`src/rtl/i2c_reg_writer.sv`:
```
// Write-only I2C master: sends {SADR,W}, address[15:8], address[7:0], data and
// reports ACK failures. Each bus phase is four quarters of CLK_DIV clk cycles.
//   state | meaning
//   IDLE  | bus released, waiting for start
//   START | start condition (SDA falls while SCL high)
//   BIT   | shifting one data bit, MSB first
//   ACK   | SDA released, slave ACK sampled in quarter 2
//   STOP  | stop condition (SDA rises while SCL high)
//   DONE  | one-cycle done pulse
module i2c_reg_writer #(
  parameter logic [6:0] SADR    = 7'b0010000,
  parameter int         CLK_DIV = 250
) (
  input  logic        clk,
  input  logic        reset,
  input  logic        start,
  input  logic [15:0] address,
  input  logic [7:0]  data,
  input  logic        sda_in,
  output logic        ready,
  output logic        idle,
  output logic        done,
  output logic        ack_err,
  output logic        scl,
  output logic        sda
);

  typedef enum logic [2:0] {IDLE, START, BIT, ACK, STOP, DONE} state_t;

  localparam logic [15:0] DIV_LAST = 16'(CLK_DIV - 1);

  state_t      state;
  logic [15:0] qdiv;
  logic [1:0]  quarter;
  logic [1:0]  byte_cnt;
  logic [2:0]  bit_cnt;
  logic [31:0] seq;
  logic        ack_bit;
  logic        tick;
  logic        cur_bit;
  logic        nxt_bit;
  logic        nbyte_bit;

  assign tick      = (qdiv == 16'd0);
  assign cur_bit   = seq[5'd31 - {byte_cnt, bit_cnt}];
  assign nxt_bit   = seq[5'd31 - {byte_cnt, bit_cnt + 3'd1}];
  assign nbyte_bit = seq[5'd31 - {byte_cnt + 2'd1, 3'd0}];
  assign idle      = (state == IDLE);

  // {scl, sda} for a given phase and quarter; registered at the quarter boundary.
  function automatic logic [1:0] bus_level(input state_t s, input logic [1:0] q, input logic b);
    case (s)
      START: begin
        case (q)
          2'd0, 2'd1: return 2'b11;
          2'd2:       return 2'b10;
          default:    return 2'b00;
        endcase
      end
      BIT:  return {(q == 2'd1) || (q == 2'd2), b};
      ACK:  return {(q == 2'd1) || (q == 2'd2), 1'b1};
      STOP: begin
        case (q)
          2'd0:    return 2'b00;
          2'd1:    return 2'b10;
          default: return 2'b11;
        endcase
      end
      default: return 2'b11;
    endcase
  endfunction

  always_ff @(posedge clk or posedge reset) begin
    if (reset) begin
      state    <= IDLE;
      qdiv     <= '0;
      quarter  <= '0;
      byte_cnt <= '0;
      bit_cnt  <= '0;
      seq      <= '0;
      ack_bit  <= 1'b0;
      ready    <= 1'b0;
      done     <= 1'b0;
      ack_err  <= 1'b0;
      scl      <= 1'b1;
      sda      <= 1'b1;
    end else begin
      ready <= 1'b0;
      done  <= 1'b0;
      if (state != IDLE && state != DONE)
        qdiv <= tick ? DIV_LAST : qdiv - 16'd1;
      case (state)
        IDLE: begin
          if (start) begin
            seq        <= {SADR, 1'b0, address, data};
            ready      <= 1'b1;
            ack_err    <= 1'b0;
            ack_bit    <= 1'b0;
            qdiv       <= DIV_LAST;
            quarter    <= 2'd0;
            byte_cnt   <= 2'd0;
            bit_cnt    <= 3'd0;
            state      <= START;
            {scl, sda} <= bus_level(START, 2'd0, 1'b1);
          end
        end
        START: begin
          if (tick) begin
            quarter <= quarter + 2'd1;
            if (quarter == 2'd3) begin
              state      <= BIT;
              {scl, sda} <= bus_level(BIT, 2'd0, seq[31]);
            end else begin
              {scl, sda} <= bus_level(START, quarter + 2'd1, 1'b1);
            end
          end
        end
        BIT: begin
          if (tick) begin
            quarter <= quarter + 2'd1;
            if (quarter == 2'd3) begin
              bit_cnt <= bit_cnt + 3'd1;
              if (bit_cnt == 3'd7) begin
                state      <= ACK;
                {scl, sda} <= bus_level(ACK, 2'd0, 1'b1);
              end else begin
                {scl, sda} <= bus_level(BIT, 2'd0, nxt_bit);
              end
            end else begin
              {scl, sda} <= bus_level(BIT, quarter + 2'd1, cur_bit);
            end
          end
        end
        ACK: begin
          if (quarter == 2'd2 && qdiv == DIV_LAST) begin
            ack_bit <= sda_in;
            if (sda_in)
              ack_err <= 1'b1;
          end
          if (tick) begin
            quarter <= quarter + 2'd1;
            if (quarter == 2'd3) begin
              if (ack_bit || byte_cnt == 2'd3) begin
                state      <= STOP;
                {scl, sda} <= bus_level(STOP, 2'd0, 1'b1);
              end else begin
                byte_cnt   <= byte_cnt + 2'd1;
                state      <= BIT;
                {scl, sda} <= bus_level(BIT, 2'd0, nbyte_bit);
              end
            end else begin
              {scl, sda} <= bus_level(ACK, quarter + 2'd1, 1'b1);
            end
          end
        end
        STOP: begin
          if (tick) begin
            quarter <= quarter + 2'd1;
            if (quarter == 2'd3) begin
              state      <= DONE;
              done       <= 1'b1;
              {scl, sda} <= 2'b11;
            end else begin
              {scl, sda} <= bus_level(STOP, quarter + 2'd1, 1'b1);
            end
          end
        end
        DONE:    state <= IDLE;
        default: state <= IDLE;
      endcase
    end
  end

endmodule
```
`config.mk`:
```
export PLATFORM = sky130hd
export DESIGN_NAME = i2c_reg_writer
export DESIGN_NICKNAME = d
export VERILOG_FILES = /design/src/rtl/i2c_reg_writer.sv
export SDC_FILE = /design/constraint.sdc
export NUM_CORES = 1
export LEC_CHECK = 0
export ABC_AREA = 1
export BUFFER_PORTS_ARGS = -buffer_cell sky130_fd_sc_hd__buf_2
export CAP_MARGIN = 20
export CORE_ASPECT_RATIO = 0.5
export CORE_MARGIN = 2
export CORE_UTILIZATION = 60
export DETAILED_ROUTE_END_ITERATION = 6
export PLACE_DENSITY = 0.84
export SLEW_MARGIN = 20
export SYNTH_ARGS = -nofsm -noshare
export SYNTH_HDL_FRONTEND = slang
export SYNTH_SLANG_ARGS = --single-unit
```
`constraint.sdc`:
```
create_clock -name clk -period 3.5 [get_ports clk]
set_input_delay 0.175 -clock clk [delete_from_list [all_inputs] [get_ports clk]]
set_output_delay 0.175 -clock clk [all_outputs]
set_load 0.02 [all_outputs]
```
==> results of run 1 <==
## cell families (layout without fill, tap and decap cells)
family / count (synthesis) / in the layout / share of synthesized area
AOI/OAI and AO/OA: 74 / 74 / 0.127
xor gates and xnor gates: 3 / 3 / 0.00796
adders and majority gates: 9 / 9 / 0.0341
buffers and inverters: 78 / 118 / 0.0940
DFF: 57 / 57 / 0.433
and+or+nand+nor: 222 / 222 / 0.304
## per-stage QoR
step	total power (W)	utilization	setup WS [ns]	hold slack, ns
final	0.00302	0.694	1.48	0.0230
after global routing	0.00327	0.694	1.27	0.0425
after CTS	0.00302	0.694	1.51	0.0148
after detailed placement	0.00233	0.652	1.52	0.363
after global placement	0.00229	0.652	1.59	0.358
after floorplan	0.00204	-	1.87	0.292
## registers in the layout (all words and copies together) (netlist names)
| name | cells |
|---|---|
| seq | 25 |
| qdiv | 16 |
| bit_cnt | 3 |
| state | 3 |
| byte_cnt | 2 |
| quarter | 2 |
| ack_bit | 1 |
| ack_err | 1 |
| done | 1 |
| ready | 1 |
| scl | 1 |
| sda | 1 |
## how the worst min path moves through the flow
stage,startpoint,endpoint,slack [ns]
6_report,data[1],seq[1],0.02
5_1_grt,data[1],seq[1],0.04
4_1_cts,data[1],seq[1],0.01
3_5_place_dp,reset,ready,0.36
3_3_place_gp,reset,ready,0.36
2_1_floorplan,data[1],seq[1],0.29
## report_power, final
group / switching, W / internal [W] / total [W]
logic: 0.000817 / 0.000439 / 0.00126
clock network: 0.000267 / 0.000419 / 0.000685
registers: 0.000188 / 0.000890 / 0.00108
## area by class of cell
cell class / count / area, sq um
clock inverters: 5 / 80.1
clock buffers: 11 / 141
repair buffers: 37 / 198
well taps: 73 / 91.3
fillers: 465 / 1650
inverters: 65 / 244
flip-flops and latches: 57 / 1430
multi-input cells: 308 / 1560
## what timing repair did
| item | CTS | global route |
|---|---|---|
| hold endpoints to repair | 29 | 0 |
| gates resized for setup | 0 | 0 |
| endpoints found under the setup margin | 0 | 0 |
| hold buffers | 1 | 0 |
## metal layers
metal / track usage / vias to the layer above / routed length [um]
li1: - / 1502 / -
met1: 0.360 / 1379 / 3490
met2: 0.396 / 67 / 3270
met3: 0.0825 / 8 / 377
met4: 0.0714 / 0 / 56
met5: 0 / - / 0
## synth_stat cells, types with 4 or more instances
library cell,n,area (sq um)
a21oi_1,16,80.1
dfrtp_1,55,1380
nand3_1,50,250
o21ai_1,5,25.0
nor2_1,25,93.8
ha_1,9,113
buf_2,8,40.0
o22ai_1,4,25.0
nor2_2,10,62.6
o211ai_1,8,60.1
inv_2,5,18.8
nand2_1,114,428
nand4_1,7,43.8
inv_1,60,225
o21ai_0,34,170
nor3_1,5,25.0
## worst max-delay path, delay by kind of cell (launching register included)
| kind | cells | cell delay, ns |
|---|---|---|
| adders and majority gates | 2 | 0.59 |
| DFF | 1 | 0.36 |
| AOI/OAI and AO/OA | 1 | 0.12 |
| buffers and inverters | 2 | 0.39 |
| and+or+nand+nor | 7 | 0.49 |
==> impl_results.md, run 1 <==
- Status: finished, final reports clean
- Worst-path fanout max: 31
- Crit path cell chain: buf_4 -> ha_1 -> ha_1 -> inv_1 -> nand3_1 -> nand3_1 -> nand3_1 -> nand2_1 -> nand2_1 -> nand3_1 -> nand2_1 -> a21oi_1
- Maximum vdd drop: 529 uV
- GP Congestion: 0.962
- Final cell count without fillers: 556
- Vias in the first global route: 2713
- Cell count after synthesis: 443
- CP Data Required Time: 3.78 ns
- Commonest non-fill, non-tap cell in the layout: nand2_1
- Placed cell areas: 0.00352 sq mm
- Worst slew margin: 0.489
- Startpoint Class: register
- First-iteration detailed-routing DRC count: 210
- CTS tree: done
- CP startpoint: bit_cnt[0]
- Critical path class: reg -> reg
- Critical Path Sink: sda
- Reg-to-reg startpoint: bit_cnt[0]
- Layout cells sized above 1: 0.174
- Die footprint: 0.00615 sq mm
- H-tree depth: 3
- Post-Route WL: 7.19 mm
- Reg2reg path depth: 12
- Fin. max-slew vios: 0
- Fmax: 496 MHz
- CP peak stage delay: 0.36 ns
- Most frequent cells in the layout: nand2_1, inv_1, dfrtp_1
- CTS Buffer Depth: 2
- WL/cell: 12.9 um
- HP Class: in -> reg
- Via count: 2956
- Critical Path AT: 2.30 ns
- Syn_area_per_cell: 7.45 sq um
- Asr flop ratio synth: 1.00
- Placed Cells: 539
- Hold depth: 3
- Final hold violations: 0
- Seq/Total Area, Yosys: 0.433
- CORE AREA: 0.00540 sq mm
- Post-Syn Nets: 480
- Global route overflow: 0
- Yosys cell types: 32
- Crit. End Element: register
- Vias per inst: 5.32
- Clock tree sinks: 57
- First-pass GRT wire length: 12.3 mm
- Site Rows: 19
- DIE HEIGHT: 56.4 um
- Reg clk slew, reported paths: 0.07 ns
- Ys Warns: 0
- # Max-Cap Violations: 0
- RSZ-0062 raised after global routing: false
- Post-synth EDFFs: 0
- Ys flop type: dfrtp_1
- Die W: 109 um
- TritonCTS buffer count: 9
- Final instance area: 0.00375 sq mm
- DRC: 0
- P&R area growth vs syn: 13.5%
- Largest net degree at the start of global routing: 47
- GR Util All Layers: 0.260
- Period utilization: 0.576
- Routed Antenna Nets: 0
- PwrDens: 806 mW/mm^2
- Flop2flop setup slack: 1.48 ns
- DP HPWL: 5.20 mm
- Starting Density: 0.612
- Synthesized area: 0.00330 sq mm
- Slowest-stage cell, CP: dfrtp_1
- Reg2Reg Capture Point: sda
- Worst Tran Pin Value: 0.765 ns
- Clk Latency, worst-skew pair: 0.35 ns
- Post-CTS setup repair buffer count: 0
- Leakage: 1.82 nW
- Most frequent CP cell: nand3_1
- First drt pass iteration count: 5
- Final Skew: 0.0112 ns
- Initial antenna violation count: 0
- Fin crit period: 2.02 ns
- # setup viols final: 0
- Final net count: 515
- #FFs+latches synth: 57
- Root Driver: clkbuf_8
- Setup TNS Final: 0 ns
- Ant. Diodes: 0
- Number of I/O pins: 34
- Port Buffers: 33
Note: power is estimated with default switching activity, not from simulation.
==> run 2, diff against run 1 <==
--- a/config.mk
+++ b/config.mk
@@ -10,9 +10,9 @@
 export CAP_MARGIN = 20
 export CORE_ASPECT_RATIO = 0.5
 export CORE_MARGIN = 2
-export CORE_UTILIZATION = 60
+export CORE_UTILIZATION = 59
 export DETAILED_ROUTE_END_ITERATION = 6
-export PLACE_DENSITY = 0.84
+export PLACE_DENSITY = 0.83
 export SLEW_MARGIN = 20
 export SYNTH_ARGS = -nofsm -noshare
 export SYNTH_HDL_FRONTEND = slang
==> constraint.sdc (replaced) <==
create_clock -name clk -period 1.9 [get_ports clk]
set_input_delay 0.095 -clock clk [delete_from_list [all_inputs] [get_ports clk]]
set_output_delay 0.095 -clock clk [all_outputs]
set_load 0.02 [all_outputs]
==> impl_results.md, run 2 (synthesis gave the netlist of run 1 again) <==
- Reg2Reg Capture Point: bit_cnt[2]
- Number of I/O pins: 34
- Worst Tran Pin Value: 0.479 ns
- Clk Latency, worst-skew pair: 0.35 ns
- GR Util All Layers: 0.274
- Comb power frac: 0.463
- Site Rows: 19
- Layout Utilization: 0.736
- Top Family by Delay on Critical Path: simple AND/OR/NAND/NOR gates
- Port Buffers: 33
- Starting Density: 0.606
- Critical path class: reg -> reg
- Int Pwr: 0.00302 W
- Top Registers: seq: 25 flops, qdiv: 16 flops
- WP depth: 7
- Crit. End Element: register
- NetSw: 0.00240 W
- P&R area growth vs syn: 21.5%
- Leakage: 1.94 nW
- Status: finished, final reports clean
- Reg-to-reg startpoint: state[0]
- Maximum vdd drop: 744 uV
- Pre-CTS setup slack: 0.128 ns
- CTS Buffer Depth: 2
- Worst slew margin: 0.680
- First-iteration detailed-routing DRC count: 225
- Most frequent CP cell: nor2_2
- CTS tree: done
- Reg2reg path depth: 7
- Worst-path fanout max: 10
- Initial antenna violation count: 0
- # setup viols final: 0
- Clock Power Share: 0.173
- First drt pass iteration count: 5
- CP Data Required Time: 2.16 ns
- Commonest non-fill, non-tap cell in the layout: nand2_1
- Crit path buf inv count: 1
- Via count: 3133
- Switching Fraction: 0.443
- DP HPWL: 5.19 mm
- Fmax: 550 MHz
- Die W: 110 um
- Die footprint: 0.00625 sq mm
- Period utilization: 0.957
- Hold path startpoint: sda_in
- Reg clk slew, reported paths: 0.07 ns
- GP Congestion: 0.906
- Biggest register: seq
- Critical Path AT: 2.08 ns
- First-pass GRT wire length: 12.8 mm
- DIE HEIGHT: 56.9 um
- Vias in the first global route: 2875
- Ant. Diodes: 0
- Layout cells sized above 1: 0.173
- Hold endpoint: ack_err
- Fin worst setup slack: 0.0825 ns
- Clock tree sinks: 57
- TritonCTS buffer count: 9
- Final hold violations: 0
- H-tree depth: 3
- Most frequent cells in the layout: nand2_1, inv_1, dfrtp_1
- Routed Antenna Nets: 0
- Startpoint Class: register
- Global route overflow: 0
- # Max-Cap Violations: 0
- Design Power: 0.00543 W
- HP Class: in -> reg
- Number of flip-flops in the largest register: 25
- Vias per inst: 5.35
- Hold depth: 3
- Crit path cell chain: nor2_2 -> nand2_4 -> nor2_2 -> inv_2 -> a22oi_2 -> nand2_1 -> o22ai_1
- CORE AREA: 0.00544 sq mm
- Final net count: 545
- Reg power frac: 0.365
- Fin crit period: 1.82 ns
- Root Driver: clkbuf_8
- Fin. max-slew vios: 0
- CP peak stage delay: 0.47 ns
- PwrDens: 1350 mW/mm^2
- DRC: 0
- Post-Route WL: 7.86 mm
- WL/cell: 13.4 um
- Largest net degree at the start of global routing: 47
- Final Skew: 0.0102 ns
- Slowest-stage cell, CP: dfrtp_1
- Flop2flop setup slack: 0.08 ns
-- run 2: worst max-delay path by stage --
| stage | end | startpoint |
|---|---|---|
| after global placement | sda | bit_cnt[0] |
| after floorplan | sda | bit_cnt[0] |
| after global routing | sda | qdiv[0] |
| after CTS | sda | bit_cnt[0] |
| final | bit_cnt[2] | state[0] |
| after detailed placement | qdiv[9] | qdiv[0] |
-- run 2: metrics by stage --
| step | hold WS, ns | std cells | instance area, sq um | TNS (ns) |
|---|---|---|---|---|
| final | 0.0425 | 586 | 4010 | 0 |
| after global routing | 0.0504 | 586 | 4010 | -0.0136 |
| after CTS | 0.0238 | 586 | 3990 | 0 |
| after detailed placement | 0.146 | 545 | 3590 | 0 |
| after global placement | 0.138 | 545 | 3590 | 0 |
| after floorplan | 0.212 | 443 | 3300 | 0 |
-- run 2: power groups by stage --
stage                     clock network, W  logic [W]  registers [W]
after global routing               0.00102    0.00283        0.00202
after CTS                         0.000952    0.00245        0.00196
after floorplan                          0    0.00183        0.00192
after detailed placement                 0    0.00240        0.00196
final                             0.000937    0.00251        0.00198
after global placement                   0    0.00235        0.00196
-- run 2: what timing repair did --
item | in CTS | in global routing
hold endpoints to repair | 44 | 0
buffers inserted | 0 | 0
endpoints found under the setup margin | 0 | 5
gates resized for setup | 0 | 4
hold buffers | 25 | 0
-- run 2: layout make-up --
type / count / area, sq um
fill: 424 / 1440
multi-input combinational: 308 / 1580
clock inverter: 4 / 20.0
sequential: 57 / 1430
timing repair buffer: 67 / 508
inverter: 65 / 244
tap: 73 / 91.3
clock buffer: 12 / 135
-- run 2: layer usage --
layer  vias to the layer above  global-route usage  part of all wire
met2                       113               0.425              0.46
met5                         -                   0                 0
met4                         0              0.0759             0.011
met3                        12               0.117             0.069
li1                       1564                   -                 -
met1                      1444               0.353              0.46
-- run 2: tightest hold or removal path, stage by stage --
cell and delay, ns:
buf_2 0.09, nand2_1 0.09, a21oi_1 0.07
